<file path="config.mk">
export PLATFORM = sky130hd
export DESIGN_NAME = vespa_decode_stage
export DESIGN_NICKNAME = d
export VERILOG_FILES = /design/src/rtl/vespa_decode_stage.sv
export SDC_FILE = /design/constraint.sdc
export NUM_CORES = 1
export LEC_CHECK = 0
export ABC_CLOCK_PERIOD_IN_PS = 6000
export CAP_MARGIN = 20
export CORE_ASPECT_RATIO = 0.5
export CORE_UTILIZATION = 30
export CTS_CLUSTER_SIZE = 24
export DETAILED_ROUTE_END_ITERATION = 16
export PLACE_DENSITY = 0.71
export SYNTH_ARGS = -nofsm -noshare
export SYNTH_HDL_FRONTEND = slang
export SYNTH_SLANG_ARGS = --single-unit
</file>
<file path="constraint.sdc">
create_clock -name clk -period 6 [get_ports clk]
set_input_delay 1.2 -clock clk [delete_from_list [all_inputs] [get_ports clk]]
set_output_delay 1.2 -clock clk [all_outputs]
set_load 0.02 [all_outputs]
</file>
<file path="src/rtl/vespa_decode_stage.sv">
// vespa_decode_stage: decode / operand-fetch stage of the VeSPA 32-bit pipeline.
// Decodes IR2, sign-extends its immediate, evaluates the branch condition,
// drives the register-file read addresses and loads the stage-3 registers
// (IR3, PC3, X3, Y3, MD3, cond_bit) with forwarding from Z5.
// Optional feature: define VESPA_COND_HOLD_EN to make cond_bit hold while pause3=1.
module vespa_decode_stage #(
    parameter logic [31:0] NOP_WORD = 32'h0000_0000,
    parameter logic [31:0] RESET_PC = 32'h0000_0000
) (
    input  logic        clk,
    input  logic        clr,
    input  logic [31:0] ir2,
    input  logic [31:0] pc2,
    input  logic        c,
    input  logic        z,
    input  logic        n,
    input  logic        v,
    input  logic [31:0] r1,
    input  logic [31:0] r2,
    input  logic [31:0] z5,
    input  logic        nop3,
    input  logic        pause3,
    input  logic        c5a,
    input  logic        c6a,
    input  logic        c7,
    output logic [4:0]  a1,
    output logic [4:0]  a2,
    output logic [31:0] ir3,
    output logic [31:0] pc3,
    output logic [31:0] x3,
    output logic [31:0] y3,
    output logic [31:0] md3,
    output logic        cond2,
    output logic        cond_bit
);

    localparam int unsigned XLEN = 32;
    localparam int unsigned OPW  = 5;
    localparam int unsigned CCW  = 4;

    // Opcodes that influence this stage; NOP (0), HLT (31) and unassigned codes
    // only pass through to IR3.
    localparam logic [OPW-1:0] OP_ADD = 5'd1;
    localparam logic [OPW-1:0] OP_SUB = 5'd2;
    localparam logic [OPW-1:0] OP_OR  = 5'd3;
    localparam logic [OPW-1:0] OP_AND = 5'd4;
    localparam logic [OPW-1:0] OP_NOT = 5'd5;
    localparam logic [OPW-1:0] OP_XOR = 5'd6;
    localparam logic [OPW-1:0] OP_CMP = 5'd7;
    localparam logic [OPW-1:0] OP_BR  = 5'd8;
    localparam logic [OPW-1:0] OP_JMP = 5'd9;
    localparam logic [OPW-1:0] OP_LD  = 5'd10;
    localparam logic [OPW-1:0] OP_LDI = 5'd11;
    localparam logic [OPW-1:0] OP_LDX = 5'd12;
    localparam logic [OPW-1:0] OP_ST  = 5'd13;
    localparam logic [OPW-1:0] OP_STX = 5'd14;

    logic [OPW-1:0]  opcode;
    logic [CCW-1:0]  cc;
    logic            is_alu;
    logic            is_br;
    logic            is_jmp;
    logic            is_ld;
    logic            is_ldi;
    logic            is_ldx;
    logic            is_st;
    logic            is_stx;
    logic            imm2;
    logic [XLEN-1:0] out2;
    logic            tmp_cond;

    logic [XLEN-1:0] ir3_d, ir3_q;
    logic [XLEN-1:0] pc3_d, pc3_q;
    logic [XLEN-1:0] x3_d,  x3_q;
    logic [XLEN-1:0] y3_d,  y3_q;
    logic [XLEN-1:0] md3_d, md3_q;
    logic            cond_bit_d, cond_bit_q;

    assign opcode = ir2[31:27];
    assign cc     = ir2[26:23];

    // Opcode decode into the class flags used by this stage
    always_comb begin
        is_alu = (opcode == OP_ADD) || (opcode == OP_SUB) || (opcode == OP_OR)  ||
                 (opcode == OP_AND) || (opcode == OP_NOT) || (opcode == OP_XOR) ||
                 (opcode == OP_CMP);
        is_br  = (opcode == OP_BR);
        is_jmp = (opcode == OP_JMP);
        is_ld  = (opcode == OP_LD);
        is_ldi = (opcode == OP_LDI);
        is_ldx = (opcode == OP_LDX);
        is_st  = (opcode == OP_ST);
        is_stx = (opcode == OP_STX);
    end

    // Immediate field selection and sign extension
    always_comb begin
        imm2 = 1'b0;
        out2 = '0;
        if ((is_alu || is_jmp) && ir2[16]) begin
            imm2 = 1'b1;
            out2 = {{16{ir2[15]}}, ir2[15:0]};
        end else if (is_ldi || is_ldx) begin
            imm2 = 1'b1;
            out2 = {{15{ir2[16]}}, ir2[16:0]};
        end else if (is_ld || is_st) begin
            imm2 = 1'b1;
            out2 = {{10{ir2[21]}}, ir2[21:0]};
        end else if (is_br) begin
            imm2 = 1'b1;
            out2 = {{9{ir2[22]}}, ir2[22:0]};
        end
    end

    // Register-file read addresses; stores read their data register on port 2
    always_comb begin
        a1 = ir2[21:17];
        a2 = (is_st || is_stx) ? ir2[26:22] : ir2[15:11];
    end

    // Branch condition evaluation from the flags
    always_comb begin
        tmp_cond = 1'b0;
        unique case (cc)
            4'd0:    tmp_cond = 1'b1;
            4'd2:    tmp_cond = ~c;
            4'd3:    tmp_cond = c;
            4'd4:    tmp_cond = ~v;
            4'd5:    tmp_cond = v;
            4'd6:    tmp_cond = z;
            4'd7:    tmp_cond = ~z;
            4'd8:    tmp_cond = (n == v);
            4'd9:    tmp_cond = (n != v);
            4'd10:   tmp_cond = ~z & (n == v);
            4'd11:   tmp_cond = z | (n != v);
            4'd12:   tmp_cond = ~n;
            4'd13:   tmp_cond = n;
            default: tmp_cond = 1'b0;
        endcase
        cond2 = is_br & tmp_cond;
    end

    // Next-state selection for the stage-3 registers; pause3 dominates every select
    always_comb begin
        ir3_d      = ir3_q;
        pc3_d      = pc3_q;
        x3_d       = x3_q;
        y3_d       = y3_q;
        md3_d      = md3_q;
        cond_bit_d = cond2;
        if (!pause3) begin
            ir3_d = nop3 ? NOP_WORD : ir2;
            pc3_d = pc2;

            if (c5a)        x3_d = z5;
            else if (is_br) x3_d = pc2;
            else            x3_d = r1;

            if (c6a)       y3_d = z5;
            else if (imm2) y3_d = out2;
            else           y3_d = r2;

            md3_d = c7 ? z5 : r2;
        end
`ifdef VESPA_COND_HOLD_EN
        if (pause3) cond_bit_d = cond_bit_q;
`endif
    end

    // Stage-3 pipeline registers with asynchronous clear
    always_ff @(posedge clk or posedge clr) begin
        if (clr) begin
            ir3_q      <= NOP_WORD;
            pc3_q      <= RESET_PC;
            x3_q       <= '0;
            y3_q       <= '0;
            md3_q      <= '0;
            cond_bit_q <= 1'b0;
        end else begin
            ir3_q      <= ir3_d;
            pc3_q      <= pc3_d;
            x3_q       <= x3_d;
            y3_q       <= y3_d;
            md3_q      <= md3_d;
            cond_bit_q <= cond_bit_d;
        end
    end

    assign ir3      = ir3_q;
    assign pc3      = pc3_q;
    assign x3       = x3_q;
    assign y3       = y3_q;
    assign md3      = md3_q;
    assign cond_bit = cond_bit_q;

endmodule

</file>
==> results.ini, run 1 <==
[grt]
antenna_found_initial = 1
overflow = 0
grt_pass1_vias = 7117
grt_max_degree = 121
grt_first_pass_wirelength_um = 43000
track_usage_pct = 20.9

[synth]
ys_ff_latch = 161
synthMuxAreaShare_pct = 15.9
synth_top_family_by_area = multiplexers
synth_top_cell_by_area = dfrtp_1
synth_cell_type_count = 43
syn_area_um2 = 7970
yosysTopAreaCellShare_pct = 50.5
async_flop_share_pct = 100
syn_nets = 998
synth_ff_type = dfrtp_1
syn_avg_cell_area_um2 = 9.64
synth_edf_count = 0
synth_compound_area_share_pct = 15.4
synthXorXnorAreaFrac_pct = 0.110
yosys.area_share.adder_pct = 0
synthTopCellsByArea = dfrtp_1 51%, mux2_2 8.5%, nand2_1 7.7%, o21ai_0 6.4%, mux2i_1 6.2%
synthCells = 827
synthSimpleGateAreaFrac_pct = 12.7
yosysSeqAreaShare_pct = 50.5
ys_warn_count = 0

[floorplanning]
dieArea_um2 = 27300
die_w_um = 233
fp-row-count = 41
ioPinCount = 343
fp.dieH_um = 117
coreArea_um2 = 25600
initial_core_util_pct = 31.1

[clock_tree]
clock_latency_ps = 420
holdBufCountCts = 0
post-cts-setup-buffers = 0
cts_tree = done
cts_resized = 0
htreeDepth = 4
path_clk_slew_ps = 60
root_buffer = clkbuf_16
cts_buffers = 17
clk_path_buf_depth = 2
cts_sinks = 161

[run]
drv_cap = 0

[worst_setup_path]
crit_arrival_ps = 3430
worst-path-max-fanout = 8
r2r_cells = 4
start_kind = input port
r2r-end = y3[17]
ff2ff_setup_slack_ps = 5060
worstPathRequired_ps = 4800
crit_type = input port to primary output
rr_startpoint = y3[17]
critPathCaptureType = primary output

[placement]
port_buffers = 342
placed_cells = 1455
hpwl_um = 20800
place_congestion = 0.938
post-place-ws_ps = 1370

[min_path]
hold_start = x3[4]
worstHoldPathCells = 2
hold_class = flip-flop to flip-flop
worstHoldEndpoint = x3[4]

[finish]
stdcell_count = 1488
drive_gt1_share_pct = 9.54
area_growth_pct = 53.3
nets = 1302

[route]
dr_wl_met2_um = 14800
wirelength_um = 28800
detail_route.vias_per_cell = 4.88
first_pass_iters = 6
vias = 7258
route.met3.wl_um = 925
drc = 0
highest_layer = met4
post_drt_wl_per_cell_um = 19.3
m1WireLength_um = 12500
drt_iter0_markers = 495
drtAntennaViolNets = 0

[sta]
fin_skew_ps = 0
period_share_pct = 77.2
worst_pin_slew_ps = 915
slew_violations = 0
setup_viol = 0
period_minus_slack_ps = 4630
layout_setup_ws_ps = 1370
relSlewSlack_pct = 39.0
max_freq_mhz = 216
fin_tns_setup_ps = 0
hold_viol = 0
grt_setup_unrepaired = no
fin_hold_ws_ps = 472

[pwr]
vdd_ir_drop_max_v = 0.000171
seqPwrFrac_pct = 39.3
pwr-share-comb_pct = 26.2
p_sw_uw = 934
p_leak_nw = 5.28
power_mw = 3.21
swShare_pct = 29.1
power_density_nw_per_um2 = 262
clkPwrFrac_pct = 34.5
intPower_mw = 2.27

[outcome]
status = complete, no violations

-- cell usage after synthesis, types with 4 or more instances --
cell,count
a211oi_1,5
a21oi_1,58
a222oi_1,9
a22o_1,4
a31oi_1,18
buf_1,4
buf_2,13
buf_4,7
clkbuf_1,44
dfrtp_1,161
inv_1,32
mux2_1,9
mux2_2,60
mux2i_1,49
nand2_1,163
nand2b_1,32
nor2_1,18
o21ai_0,102
o21ai_1,5
o31ai_1,4
-- cell usage in the layout, fill, tap and decap left out, drive strengths merged --
| master | n |
|---|---|
| xor2 | 1 |
| and3 | 2 |
| clkbuf | 27 |
| nand3b | 2 |
| dfrtp | 161 |
| clkinv | 3 |
| a222oi | 9 |
| inv | 32 |
| nor2b | 2 |
| and2 | 2 |
| a311oi | 1 |
| nor3b | 2 |
| a221oi | 2 |
| mux2i | 49 |
| diode | 1 |
| a22o | 4 |
| a32o | 1 |
| nor2 | 18 |
| a211oi | 5 |
| bufinv | 2 |
| o311ai | 1 |
| or4b | 1 |
| nor3 | 1 |
| clkdlybuf4s50 | 339 |
| mux2 | 69 |
| a22oi | 1 |
| o31ai | 4 |
| or4 | 1 |
| o21bai | 1 |
| a21oi | 59 |
| nor4 | 2 |
| o21ai | 107 |
| or3b | 1 |
| a31oi | 18 |
| buf | 14 |
| nand2 | 164 |
| nor4b | 1 |
| and2b | 1 |
| a2111oi | 1 |
| nand2b | 32 |
-- worst max-delay path, cell delays in order --
cell             delay, ps
clkdlybuf4s50_1        630
nand2b_1               200
mux2i_1                 80
a221oi_1               260
a31oi_1                 70
a211oi_1               310
clkdlybuf4s50_1        680
-- worst max-delay path by stage --
stage,startpoint,end,slack [ps],cells after the start
finish,ir2[25],cond2,1370,7
global route,ir2[25],cond2,1250,7
CTS,ir2[26],cond2,1370,6
detailed placement,ir2[26],cond2,1370,6
global placement,ir2[26],cond2,1460,6
floorplan,clr,cond_bit,450,1
-- power groups by stage --
stage / logic [mW] / clock network, mW / registers (mW)
after floorplan: 0.245 / 0 / 1.41
after global routing: 0.896 / 1.18 / 1.27
after detailed placement: 0.843 / 0 / 1.28
final: 0.841 / 1.11 / 1.26
after global placement: 0.834 / 0 / 1.27
after CTS: 0.847 / 1.13 / 1.26
-- metrics by stage --
step           cell area (um^2)  utilization (%)
5_1_grt                   12200             47.7
3_3_place_gp              11600             45.3
2_1_floorplan              7970                -
3_5_place_dp              11600             45.3
6_report                  12200             47.7
4_1_cts                   12200             47.5
-- routing by layer --
layer / vias to the layer above / global-route usage (%)
met1: 3604 / 27.1
met3: 31 / 3.39
met5: - / 0
met4: 0 / 6.58
met2: 171 / 36.2
li1: 3452 / -
-- final cells by class --
class	instances	area [um^2]
sequential	161	4030
clock buffer	26	509
tap	344	430
fill	2390	13400
antenna	1	2.50
multi-input combinational	565	3520
timing repair buffer	354	3530
clock inverter	5	75.1
inverter	32	125
-- flip-flops by register name (all words and copies together), names as in the netlist --
name / count
pc3: 32
md3: 32
y3: 32
cond_bit: 1
x3: 32
ir3: 32
-- cell families (layout without fill, tap and decap cells) --
group	after synthesis	in the layout
buffers and inverters	101	417
AO/OA/AOI/OAI	214	214
multiplexers	118	118
other	0	1
AND/OR/NAND/NOR	232	232
XOR/XNOR	1	1
flip-flops	161	161
Note: power is estimated with default switching activity, not from simulation.
==> run 2, diff against run 1 <==
- ABC_CLOCK_PERIOD_IN_PS: 6000 -> 4720
- clock period: 6 -> 4.72 ns (I/O delays scaled with it)
==> run 2 against run 1 <==
Routed wire length is 0.61% lower. Non-clock buffer count stayed put. Setup slack worse by 770 ps. Via count is 0.48% higher. Critical path type unchanged. Largest power group unchanged.
==> results.ini, run 2 (synthesis results as in run 1) <==
[sta]
period_minus_slack_ps = 4130
relSlewSlack_pct = 42.7  ; +3.6 points
max_freq_mhz = 242
period_share_pct = 87.5
setup_viol = 0  ; unchanged
worst_pin_slew_ps = 860  ; -54.7 ps
hold_viol = 0  ; unchanged
grt_setup_unrepaired = no
fin_skew_ps = 0  ; unchanged
fin_tns_setup_ps = 0  ; unchanged
slew_violations = 0  ; unchanged

[outcome]
status = complete, no violations

[floorplanning]
fp-row-count = 41  ; unchanged
initial_core_util_pct = 31.1  ; unchanged
ioPinCount = 343  ; unchanged
fp.dieH_um = 117  ; unchanged
coreArea_um2 = 25600  ; unchanged
dieArea_um2 = 27300  ; unchanged
die_w_um = 233  ; unchanged

[route]
drc = 0  ; unchanged
drt_iter0_markers = 583  ; +18%
post_drt_wl_per_cell_um = 19.2  ; -0.68%
first_pass_iters = 5  ; -1
wirelength_um = 28600  ; -0.61%
detail_route.vias_per_cell = 4.90  ; +0.41%
vias = 7293  ; +0.48%
drtAntennaViolNets = 0  ; unchanged

[clock_tree]
path_clk_slew_ps = 60  ; about the same
root_buffer = clkbuf_16
holdBufCountCts = 0  ; unchanged
cts_resized = 0  ; unchanged
post-cts-setup-buffers = 0  ; unchanged
cts_sinks = 161  ; unchanged
clock_latency_ps = 440  ; +20 ps
htreeDepth = 4  ; unchanged
clk_path_buf_depth = 2  ; unchanged
cts_tree = done
cts_buffers = 17  ; unchanged

[grt]
overflow = 0  ; unchanged
grt_first_pass_wirelength_um = 42500  ; -1.1%
grt_pass1_vias = 7270  ; +2.1%
track_usage_pct = 20.7  ; -0.22 points
grt_max_degree = 131  ; +8.3%
antenna_found_initial = 1  ; unchanged

[min_path]
hold_class = flip-flop to flip-flop

[worst_setup_path]
crit_arrival_ps = 3190  ; -240 ps
start_kind = input port
worstPathRequired_ps = 3780  ; -1020 ps
crit_type = input port to primary output
worst-path-max-fanout = 8  ; unchanged
critPathCaptureType = primary output

[finish]
nets = 1302  ; unchanged
drive_gt1_share_pct = 9.97  ; +0.43 points
area_growth_pct = 54.1
final_common_cell = clkdlybuf4s50_1
final_cell_mix = 339 x clkdlybuf4s50_1, 163 x nand2_1, 161 x dfrtp_1
stdcell_count = 1489  ; +0.067%
nFillCells = 2392  ; +0.084%

[pwr]
vdd_ir_drop_max_v = 0.000221  ; +29%
p_leak_nw = 5.30  ; +0.33%
power_density_nw_per_um2 = 341  ; +30%

[placement]
place_congestion = 0.874  ; -6.8%
hpwl_um = 21200  ; +1.8%
placed_cells = 1456  ; +0.069%
port_buffers = 342  ; unchanged

[run]
drv_cap = 0  ; unchanged

## run 2: changes by cell type in the layout (fill, tap and decap cells not counted), sizes merged
| cell | change |
|---|---|
| bufinv | +2 |
| clkbuf | -6 |
| clkinv | +2 |
| clkinvlp | +3 |
## run 2: layer usage
layer / wire, um / share of wire (%) / global-route usage, % / up-vias
met4: 803 / 2.8 / 8.54 / 0
met2: 14700 / 51 / 35.6 / 209
met5: 0 / 0 / 0 / -
met1: 12100 / 42 / 26.2 / 3590
li1: - / - / - / 3451
met3: 1050 / 3.7 / 3.44 / 43
## run 2: path summary, 6_finish.rpt
check | from | end | slack (ps) | depth (start not counted)
min in group asynchronous | clr | pc3[15] | 960 | 2
hold reg to reg | x3[15] | x3[15] | 470 | 2
setup / recovery | ir2[25] | cond2 | 590 | 7
max in group asynchronous | clr | md3[0] | 2710 | 3
setup reg to reg | y3[17] | y3[17] | 3750 | 4
hold / removal | x3[15] | x3[15] | 470 | 2
## run 2: layout make-up
type,instances,area [um^2],area share [%]
flip-flops and latches,161,4030,32.8
multi-input cells,565,3520,28.7
clock buffers,20,467,3.80
inverters,32,124,1.01
well taps,344,430,3.50
repair buffers,354,3530,28.7
clock inverters,12,180,1.47
diodes,1,2.50,0.0204
## run 2: critical path, stage by stage
cell and delay, ps:
clkdlybuf4s50_1 640, nand2b_1 180, mux2i_1 80, a221oi_1 280, a31oi_1 70, a211oi_1 300, clkdlybuf4s50_1 690
## run 2: power breakdown
group,total (mW),switching [mW],internal [mW]
logic,1.07,0.546,0.520
registers,1.60,0.0777,1.52
clock network,1.52,0.592,0.930
## run 2: per-stage QoR
stage / hold WS, ps / utilization [%] / total power [mW] / setup WS, ps / cell area, um^2
after floorplan: 584 / - / 2.11 / 1550 / 7980
after global placement: 453 / 45.3 / 2.68 / 699 / 11600
after detailed placement: 457 / 45.4 / 2.70 / 566 / 11600
after CTS: 474 / 47.9 / 4.24 / 565 / 12300
after global routing: 491 / 47.9 / 4.37 / 455 / 12300
final: 468 / 47.9 / 4.19 / 591 / 12300
